## src/rtl/reg_file_sequencer_if.sv

```systemverilog
// rtl/reg_file_sequencer_if.sv - instruction handshake and register-file bus of the sequencer
interface reg_file_sequencer_if;
  logic       instr_valid;
  logic       instr_ready;
  logic [1:0] instr_op;
  logic [1:0] instr_rd;
  logic [1:0] instr_rs;
  logic [1:0] instr_rt;
  logic [7:0] instr_imm;
  logic [1:0] raddr0;
  logic [1:0] raddr1;
  logic [7:0] rdata0;
  logic [7:0] rdata1;
  logic [1:0] waddr;
  logic [7:0] wdata;
  logic       wren;
  logic       done;
  logic       flag_c;
  logic       flag_z;

  modport slave (
    input  instr_valid, instr_op, instr_rd, instr_rs, instr_rt, instr_imm, rdata0, rdata1,
    output instr_ready, raddr0, raddr1, waddr, wdata, wren, done, flag_c, flag_z
  );

  modport master (
    output instr_valid, instr_op, instr_rd, instr_rs, instr_rt, instr_imm, rdata0, rdata1,
    input  instr_ready, raddr0, raddr1, waddr, wdata, wren, done, flag_c, flag_z
  );
endinterface

```

## src/rtl/reg_file_sequencer.sv

```systemverilog
// rtl/reg_file_sequencer.sv - four-phase read/execute/write-back sequencer for a 4x8 2R1W register file
module reg_file_sequencer (
  input  logic                 clk,
  input  logic                 rst_n,
  reg_file_sequencer_if.slave  bus
);
  typedef enum logic [1:0] {ST_IDLE, ST_READ, ST_EXEC, ST_WRITE} state_t;

  state_t     state_q, state_d;
  logic [1:0] op_q, op_d;
  logic [1:0] rd_q, rd_d;
  logic [7:0] imm_q, imm_d;
  logic [1:0] raddr0_q, raddr0_d;
  logic [1:0] raddr1_q, raddr1_d;
  logic [7:0] opa_q, opa_d;
  logic [7:0] opb_q, opb_d;
  logic [1:0] waddr_q, waddr_d;
  logic [7:0] wdata_q, wdata_d;
  logic       wren_q, wren_d;
  logic       flag_c_q, flag_c_d;
  logic       flag_z_q, flag_z_d;
  logic [8:0] alu;

  // Bit 8 carries ADD carry-out or SUB borrow; LI and AND never set it.
  always_comb begin
    alu = 9'd0;
    case (op_q)
      2'b00:   alu = {1'b0, opa_q} + {1'b0, opb_q};
      2'b01:   alu = {opa_q < opb_q, opa_q - opb_q};
      2'b10:   alu = {1'b0, imm_q};
      default: alu = {1'b0, opa_q & opb_q};
    endcase
  end

  always_comb begin
    state_d  = state_q;
    op_d     = op_q;
    rd_d     = rd_q;
    imm_d    = imm_q;
    raddr0_d = raddr0_q;
    raddr1_d = raddr1_q;
    opa_d    = opa_q;
    opb_d    = opb_q;
    waddr_d  = waddr_q;
    wdata_d  = wdata_q;
    wren_d   = 1'b0;
    flag_c_d = flag_c_q;
    flag_z_d = flag_z_q;
    case (state_q)
      ST_IDLE: begin
        if (bus.instr_valid) begin
          state_d  = ST_READ;
          op_d     = bus.instr_op;
          rd_d     = bus.instr_rd;
          imm_d    = bus.instr_imm;
          raddr0_d = bus.instr_rs;
          raddr1_d = bus.instr_rt;
        end
      end
      ST_READ: begin
        opa_d   = bus.rdata0;
        opb_d   = bus.rdata1;
        state_d = ST_EXEC;
      end
      // Result, flags and write strobe all land together at WRITE entry.
      ST_EXEC: begin
        waddr_d  = rd_q;
        wdata_d  = alu[7:0];
        flag_c_d = alu[8];
        flag_z_d = (alu[7:0] == 8'd0);
        wren_d   = 1'b1;
        state_d  = ST_WRITE;
      end
      ST_WRITE: begin
        state_d = ST_IDLE;
      end
    endcase
  end

  always_ff @(posedge clk or negedge rst_n) begin
    if (!rst_n) begin
      state_q  <= ST_IDLE;
      op_q     <= 2'd0;
      rd_q     <= 2'd0;
      imm_q    <= 8'd0;
      raddr0_q <= 2'd0;
      raddr1_q <= 2'd0;
      opa_q    <= 8'd0;
      opb_q    <= 8'd0;
      waddr_q  <= 2'd0;
      wdata_q  <= 8'd0;
      wren_q   <= 1'b0;
      flag_c_q <= 1'b0;
      flag_z_q <= 1'b0;
    end else begin
      state_q  <= state_d;
      op_q     <= op_d;
      rd_q     <= rd_d;
      imm_q    <= imm_d;
      raddr0_q <= raddr0_d;
      raddr1_q <= raddr1_d;
      opa_q    <= opa_d;
      opb_q    <= opb_d;
      waddr_q  <= waddr_d;
      wdata_q  <= wdata_d;
      wren_q   <= wren_d;
      flag_c_q <= flag_c_d;
      flag_z_q <= flag_z_d;
    end
  end

  assign bus.instr_ready = (state_q == ST_IDLE);
  assign bus.raddr0      = raddr0_q;
  assign bus.raddr1      = raddr1_q;
  assign bus.waddr       = waddr_q;
  assign bus.wdata       = wdata_q;
  assign bus.wren        = wren_q;
  assign bus.done        = wren_q;
  assign bus.flag_c      = flag_c_q;
  assign bus.flag_z      = flag_z_q;
endmodule

```

## src/flat_wrapper.sv

```systemverilog
// flat-port wrapper written by rule: the top's interface ports become plain ports
module reg_file_sequencer_flat 
  (clk, rst_n, bus_instr_valid, bus_instr_op, bus_instr_rd, bus_instr_rs, bus_instr_rt, bus_instr_imm, bus_rdata0, bus_rdata1, bus_instr_ready, bus_raddr0, bus_raddr1, bus_waddr, bus_wdata, bus_wren, bus_done, bus_flag_c, bus_flag_z);
  reg_file_sequencer_if bus_i ();
  input  logic clk;
  input  logic rst_n;
  input wire logic [$bits(bus_i.instr_valid)-1:0] bus_instr_valid;
  input wire logic [$bits(bus_i.instr_op)-1:0] bus_instr_op;
  input wire logic [$bits(bus_i.instr_rd)-1:0] bus_instr_rd;
  input wire logic [$bits(bus_i.instr_rs)-1:0] bus_instr_rs;
  input wire logic [$bits(bus_i.instr_rt)-1:0] bus_instr_rt;
  input wire logic [$bits(bus_i.instr_imm)-1:0] bus_instr_imm;
  input wire logic [$bits(bus_i.rdata0)-1:0] bus_rdata0;
  input wire logic [$bits(bus_i.rdata1)-1:0] bus_rdata1;
  output wire logic [$bits(bus_i.instr_ready)-1:0] bus_instr_ready;
  output wire logic [$bits(bus_i.raddr0)-1:0] bus_raddr0;
  output wire logic [$bits(bus_i.raddr1)-1:0] bus_raddr1;
  output wire logic [$bits(bus_i.waddr)-1:0] bus_waddr;
  output wire logic [$bits(bus_i.wdata)-1:0] bus_wdata;
  output wire logic [$bits(bus_i.wren)-1:0] bus_wren;
  output wire logic [$bits(bus_i.done)-1:0] bus_done;
  output wire logic [$bits(bus_i.flag_c)-1:0] bus_flag_c;
  output wire logic [$bits(bus_i.flag_z)-1:0] bus_flag_z;
  assign bus_i.instr_valid = bus_instr_valid;
  assign bus_i.instr_op = bus_instr_op;
  assign bus_i.instr_rd = bus_instr_rd;
  assign bus_i.instr_rs = bus_instr_rs;
  assign bus_i.instr_rt = bus_instr_rt;
  assign bus_i.instr_imm = bus_instr_imm;
  assign bus_i.rdata0 = bus_rdata0;
  assign bus_i.rdata1 = bus_rdata1;
  assign bus_instr_ready = bus_i.instr_ready;
  assign bus_raddr0 = bus_i.raddr0;
  assign bus_raddr1 = bus_i.raddr1;
  assign bus_waddr = bus_i.waddr;
  assign bus_wdata = bus_i.wdata;
  assign bus_wren = bus_i.wren;
  assign bus_done = bus_i.done;
  assign bus_flag_c = bus_i.flag_c;
  assign bus_flag_z = bus_i.flag_z;
  reg_file_sequencer u_core (.clk(clk), .rst_n(rst_n), .bus(bus_i));
endmodule
```

## config.mk

```make
export PLATFORM = sky130hd
export DESIGN_NAME = reg_file_sequencer_flat
export DESIGN_NICKNAME = d
export VERILOG_FILES = /design/src/rtl/reg_file_sequencer_if.sv /design/src/rtl/reg_file_sequencer.sv /design/src/flat_wrapper.sv
export SDC_FILE = /design/constraint.sdc
export NUM_CORES = 1
export LEC_CHECK = 0
export ABC_AREA = 1
export CAP_MARGIN = 40
export CORE_MARGIN = 2
export CORE_UTILIZATION = 40
export CTS_BUF_LIST = sky130_fd_sc_hd__clkbuf_4 sky130_fd_sc_hd__clkbuf_8
export DETAILED_ROUTE_END_ITERATION = 8
export DONT_BUFFER_PORTS = 1
export SLEW_MARGIN = 20
export SYNTH_ARGS = -nofsm -noshare
export SYNTH_HDL_FRONTEND = slang
export SYNTH_SLANG_ARGS = --single-unit
```

## constraint.sdc

```tcl
create_clock -name clk -period 2.4 [get_ports clk]
set_input_delay 0.24 -clock clk [delete_from_list [all_inputs] [get_ports clk]]
set_output_delay 0.24 -clock clk [all_outputs]
set_load 0.005 [all_outputs]
```

Word-level counts from Yosys, hierarchy flattened

Index checks and enable logic that the tools add are counted.

Bitwise operators: 1
Magnitude comparators: 1
Multiplexer cells: 4
Eq/ne operators: 6
Reduce and logical (&&, ||, !) cells: 4
Add/subtract/negate cells: 2

Operators by type and width:

| operator                                                        | count |
|---|---|
| 9-bit case mux with 3 select lines                              | 1 |
| 8-bit by 8-bit adder with 9-bit output                          | 1 |
| 8-bit AND                                                       | 1 |
| 8-bit zero test                                                 | 1 |
| 8-bit < comparator                                              | 1 |
| 2-bit case mux with 4 select lines                              | 1 |
| 8-bit subtractor                                                | 1 |
| 2-bit == test, second input constant                            | 3 |
| 2-bit by 1-bit == test with 1-bit output, second input constant | 2 |
| 2-bit zero test                                                 | 2 |
| 2-bit 2-to-1 mux                                                | 1 |
| 2-bit != test, second input constant                            | 1 |
| 2-bit AND reduction                                             | 1 |
| 1-bit 2-to-1 mux                                                | 1 |

Logic and storage cells: 31
Bits of input ports: 35
Register bits after elaboration: 47
Output and inout port bits: 19

Longest topological paths before layout

Word-level depth: 3
Mapped depth: 15
Gate-level depth less buffers: 15

Least setup slack after synthesis

OpenSTA, ideal clock, no wires.

Kind: register to register
Start: register u_core.opa_q[0]
End: register u_core.flag_z_q (netlist: u_core.bus.flag_z)
Stages on the path, launching flop included: 13
Period minus slack after synthesis: 1.840 ns
Setup time: 0.066 ns
Arrival time: 1.774 ns
Path buffers: 0
Path slack: 0.560 ns
Data required time: 2.334 ns
Path through: dfrtp_1 inv_1 ha_1 inv_1 fa_1 or2_2 nand3_1 nand4_2 nor2_1 nand3_1 nor2_1 nand2_1 nand2_1

Longest elaborated chain between the ends: 3
Elaborated cells between the ends (all ways): 5
Classes of those cells: 2 x add/sub; 1 x mux; 1 x bitwise; 1 x reduce/logical

Ends and longest elaborated chain:

| element                                        | RTL line                  | source |
|---|---|---|
| start: declaration                             | reg_file_sequencer.sv:15  | `logic [7:0] opa_q, opa_d;` |
| start signal: assignment                       | reg_file_sequencer.sv:102 | `opa_q <= opa_d;` |
| 8-bit subtractor, or another cell as far along | reg_file_sequencer.sv:29  | `2'b01: alu = {opa_q < opb_q, opa_q - opb_q};` |
| 9-bit case mux with 3 select lines *           | reg_file_sequencer.sv:27  | `case (op_q)` |
| 8-bit zero test *                              | reg_file_sequencer.sv:70  | `flag_z_d = (alu[7:0] == 8'd0);` |
| end signal: assignment                         | reg_file_sequencer.sv:108 | `flag_z_q <= flag_z_d;` |
| end: declaration                               | reg_file_sequencer.sv:21  | `logic flag_z_q, flag_z_d;` |

Mark *: on every way between the ends. The rest lies on a longest branch, timed or not.
A chain may end at the register's enable or synchronous reset.

Worst setup path after layout

Ends and elaborated chain as after synthesis.

==> flow_metrics.tcl <==
set metrics [dict create \
    status "finished clean" \
    io_buffer_count 0 \
    period_share_pct 84.6 \
    crit_type "flop to flop" \
    rows 30 \
    multi_input_area_um2 1410 \
    synth-edff-count 0 \
    wirelength_mm 6.07 \
    nets 387 \
    cts_buffer_depth 2 \
    design.core.area_um2 6760 \
    dp_hpwl_mm 4.63 \
    worstSetupEndpointType "flop" \
    grtUsageTotal_pct 17.0 \
    routedWlPerCell_um 14.8 \
    grt_antenna_before_repair 0 \
    first_pass_iters 4 \
    hold_class "primary input to flop" \
    setup_tns_ps 0 \
    synth.area.top_cells "dfrtp_1 (42%), nand2_1 (12%), ha_1 (9.0%)" \
    synth_compound_area_share_pct 6.24 \
    grt_max_degree 48 \
    seq_area_um2 1180 \
    drv_slew 0 \
    die_area_um2 7650 \
    cts.sinks 47 \
    yosys_warnings 0 \
    diodes 0 \
    path_max_fanout 3 \
    setup_violations 0 \
    max_freq_ghz 0.492 \
    syn_inst 328 \
    synthToLayoutAreaGrowth_pct 7.63 \
    synthMuxAreaShare_pct 8.48 \
    dr_total_vias 2072 \
    die_x_um 87.5 \
    r2r_setup_slack_ps 370 \
    drive_gt1_share_pct 16.6 \
    seq_area_frac_synth_pct 42.2 \
    drc_errors 0 \
    place_congestion 0.881 \
    worst_slew_pin_slew_ps 714 \
    post_cts_buffers 0 \
    yosys.area.top_type "dfrtp_1" \
    cts_resized 0 \
    fin_crit_ps 2030 \
    start_kind "flop" \
    cts_buffers 5 \
    async_flop_share_pct 100 \
    synth_seq_cells 47 \
    maxCapViolCount 0 \
    synth_top_family_by_area "simple AND/OR/NAND/NOR gates" \
    synth_top_area_share_pct 42.2 \
    clock-skew-final_ps 6.90 \
    worstPathArrival_ps 2280 \
    first_global_vias 2138 \
    ioPinCount 54 \
    syn_area_per_cell_um2 8.50 \
    final_cell_area_um2 3000 \
    synth_nets 385 \
    die_h_um 87.5 \
    synthAdderAreaFrac_pct 10.4 \
    crit_required_ps 2650 \
    grt_pass1_wl_mm 10.1 \
    slew_headroom_pct 52.3 \
    synth_flop_cell "dfrtp_1" \
    clock_latency_ps 310 \
    synthSimpleGateAreaFrac_pct 25.3 \
    cts-hold-fix-buffers 2 \
    cts_root_buf "clkbuf_8" \
    antenna_left 0 \
    rr_worst_depth 12 \
    min-delay-start "bus_rdata1[5]" \
    final_cell_mix "nand2_1 (90), dfrtp_1 (47), inv_1 (33)" \
    final_common_cell "nand2_1" \
    leakage_nw 1.49 \
    fin_ws_ps 369 \
    vdd_drop_max_uv 576 \
    clkTransAtPathRegs_ps 90 \
    syn_area_um2 2790 \
    via_per_inst 5.04 \
    htreeDepth 2 \
    gr-total-overflow 0 \
    fill_cells 691 \
    r2r-end "u_core.bus.flag_z$_DFFE_PN0P_" \
    first_iter_violations 149 \
    synth_cell_type_count 28 \
    dpl_cell_area_um2 2850 \
    pre_cts_slack_ps 386 \
    hold_violations 0 \
    reg2reg_from "u_core.opa_q[0]$_DFFE_PN0N_" \
    start_util_pct 41.3 \
    synth_xor_area_share_pct 0 \
    rsz0062_at_grt "false" \
    p_per_area_nw_per_um2 1620 \
    cts_tree "done" \
    hold_ws_ps 58.9 \
    hold_path_depth 2 \
    holdPathEnd "u_core.opb_q[5]$_DFFE_PN0N_" \
]
## per-layer routing
| metal | part of all wire (%) | up-vias | routed length, µm | track usage [%] |
|---|---|---|---|---|
| li1 | - | 1054 | - | - |
| met1 | 45 | 969 | 2720 | 21.7 |
| met2 | 49 | 41 | 3000 | 28.9 |
| met3 | 4.3 | 8 | 263 | 3.60 |
| met4 | 1.5 | 0 | 90 | 4.90 |
| met5 | 0 | - | 0 | 0 |
## cells by family (layout without fill, tap and decap cells)
kind of cell,Yosys count,in the layout
buf+inv,49,52
fa+ha+maj,22,22
simple gates,157,157
mux,21,21
flops,47,47
compound gates,32,32
## cells in the mapped netlist, types with 3 or more instances
cell and count:
a21oi_1 9, a21oi_2 3, buf_2 3, clkbuf_1 3, dfrtp_1 47, ha_1 20, inv_1 33, inv_2 7
mux2_2 21, nand2_1 90, nand3_1 29, nand4_1 3, nor2_1 18, nor2_2 3, nor3_1 3, o21ai_0 16
o21ai_1 3
## power by group
group / switching [mW] / internal [mW]
combinational: 1.68 / 1.07
clock: 0.292 / 0.316
sequential: 0.321 / 1.18
total: 2.30 / 2.57
## sequential cells by signal, indices dropped and copies added (netlist names)
register	count
u_core.bus.flag_z	1
u_core.rd_q	2
u_core.state_q	2
u_core.bus.flag_c	1
u_core.bus.raddr0	2
u_core.imm_q	8
u_core.opa_q	8
u_core.op_q	2
u_core.bus.done	1
u_core.bus.waddr	2
u_core.bus.raddr1	2
u_core.opb_q	8
u_core.bus.wdata	8
## worst max-delay path by stage
stage,slack (ps),to,startpoint
2_1_floorplan,560,u_core.bus.flag_z$_DFFE_PN0P_,u_core.opa_q[0]$_DFFE_PN0N_
3_3_place_gp,460,u_core.bus.flag_z$_DFFE_PN0P_,u_core.opa_q[0]$_DFFE_PN0N_
3_5_place_dp,390,u_core.bus.flag_z$_DFFE_PN0P_,u_core.opa_q[0]$_DFFE_PN0N_
4_1_cts,370,u_core.bus.flag_z$_DFFE_PN0P_,u_core.opa_q[0]$_DFFE_PN0N_
5_1_grt,100,u_core.bus.flag_z$_DFFE_PN0P_,u_core.opa_q[0]$_DFFE_PN0N_
6_report,370,u_core.bus.flag_z$_DFFE_PN0P_,u_core.opa_q[0]$_DFFE_PN0N_
## metrics by stage
step / instances / power, mW / util, %
6_report: 411 / 4.87 / 44.4
5_1_grt: 411 / 5.40 / 44.4
4_1_cts: 411 / 4.92 / 44.4
3_5_place_dp: 401 / 4.27 / 42.1
3_3_place_gp: 401 / 4.22 / 42.1
2_1_floorplan: 328 / 3.68 / -
## final cells by class
type | instances | share of cell area, %
Clock buffer | 5 | 2.29
Clock inverter | 3 | 1.58
Inverter | 40 | 5.00
Multi-Input combinational cell | 232 | 46.8
Sequential cell | 47 | 39.2
Tap cell | 80 | 3.34
Timing Repair Buffer | 4 | 1.75
## critical path, stage by stage, from the launching register on
cell and delay [ps]:
dfrtp_1 400, inv_1 90, ha_1 140, inv_1 50
fa_1 380, or2_2 300, nand3_1 80, nand4_2 100
nor2_1 140, nand3_1 90, nor2_1 90, nand2_1 60
nand2_1 50
(Power assumes the default switching activity.)
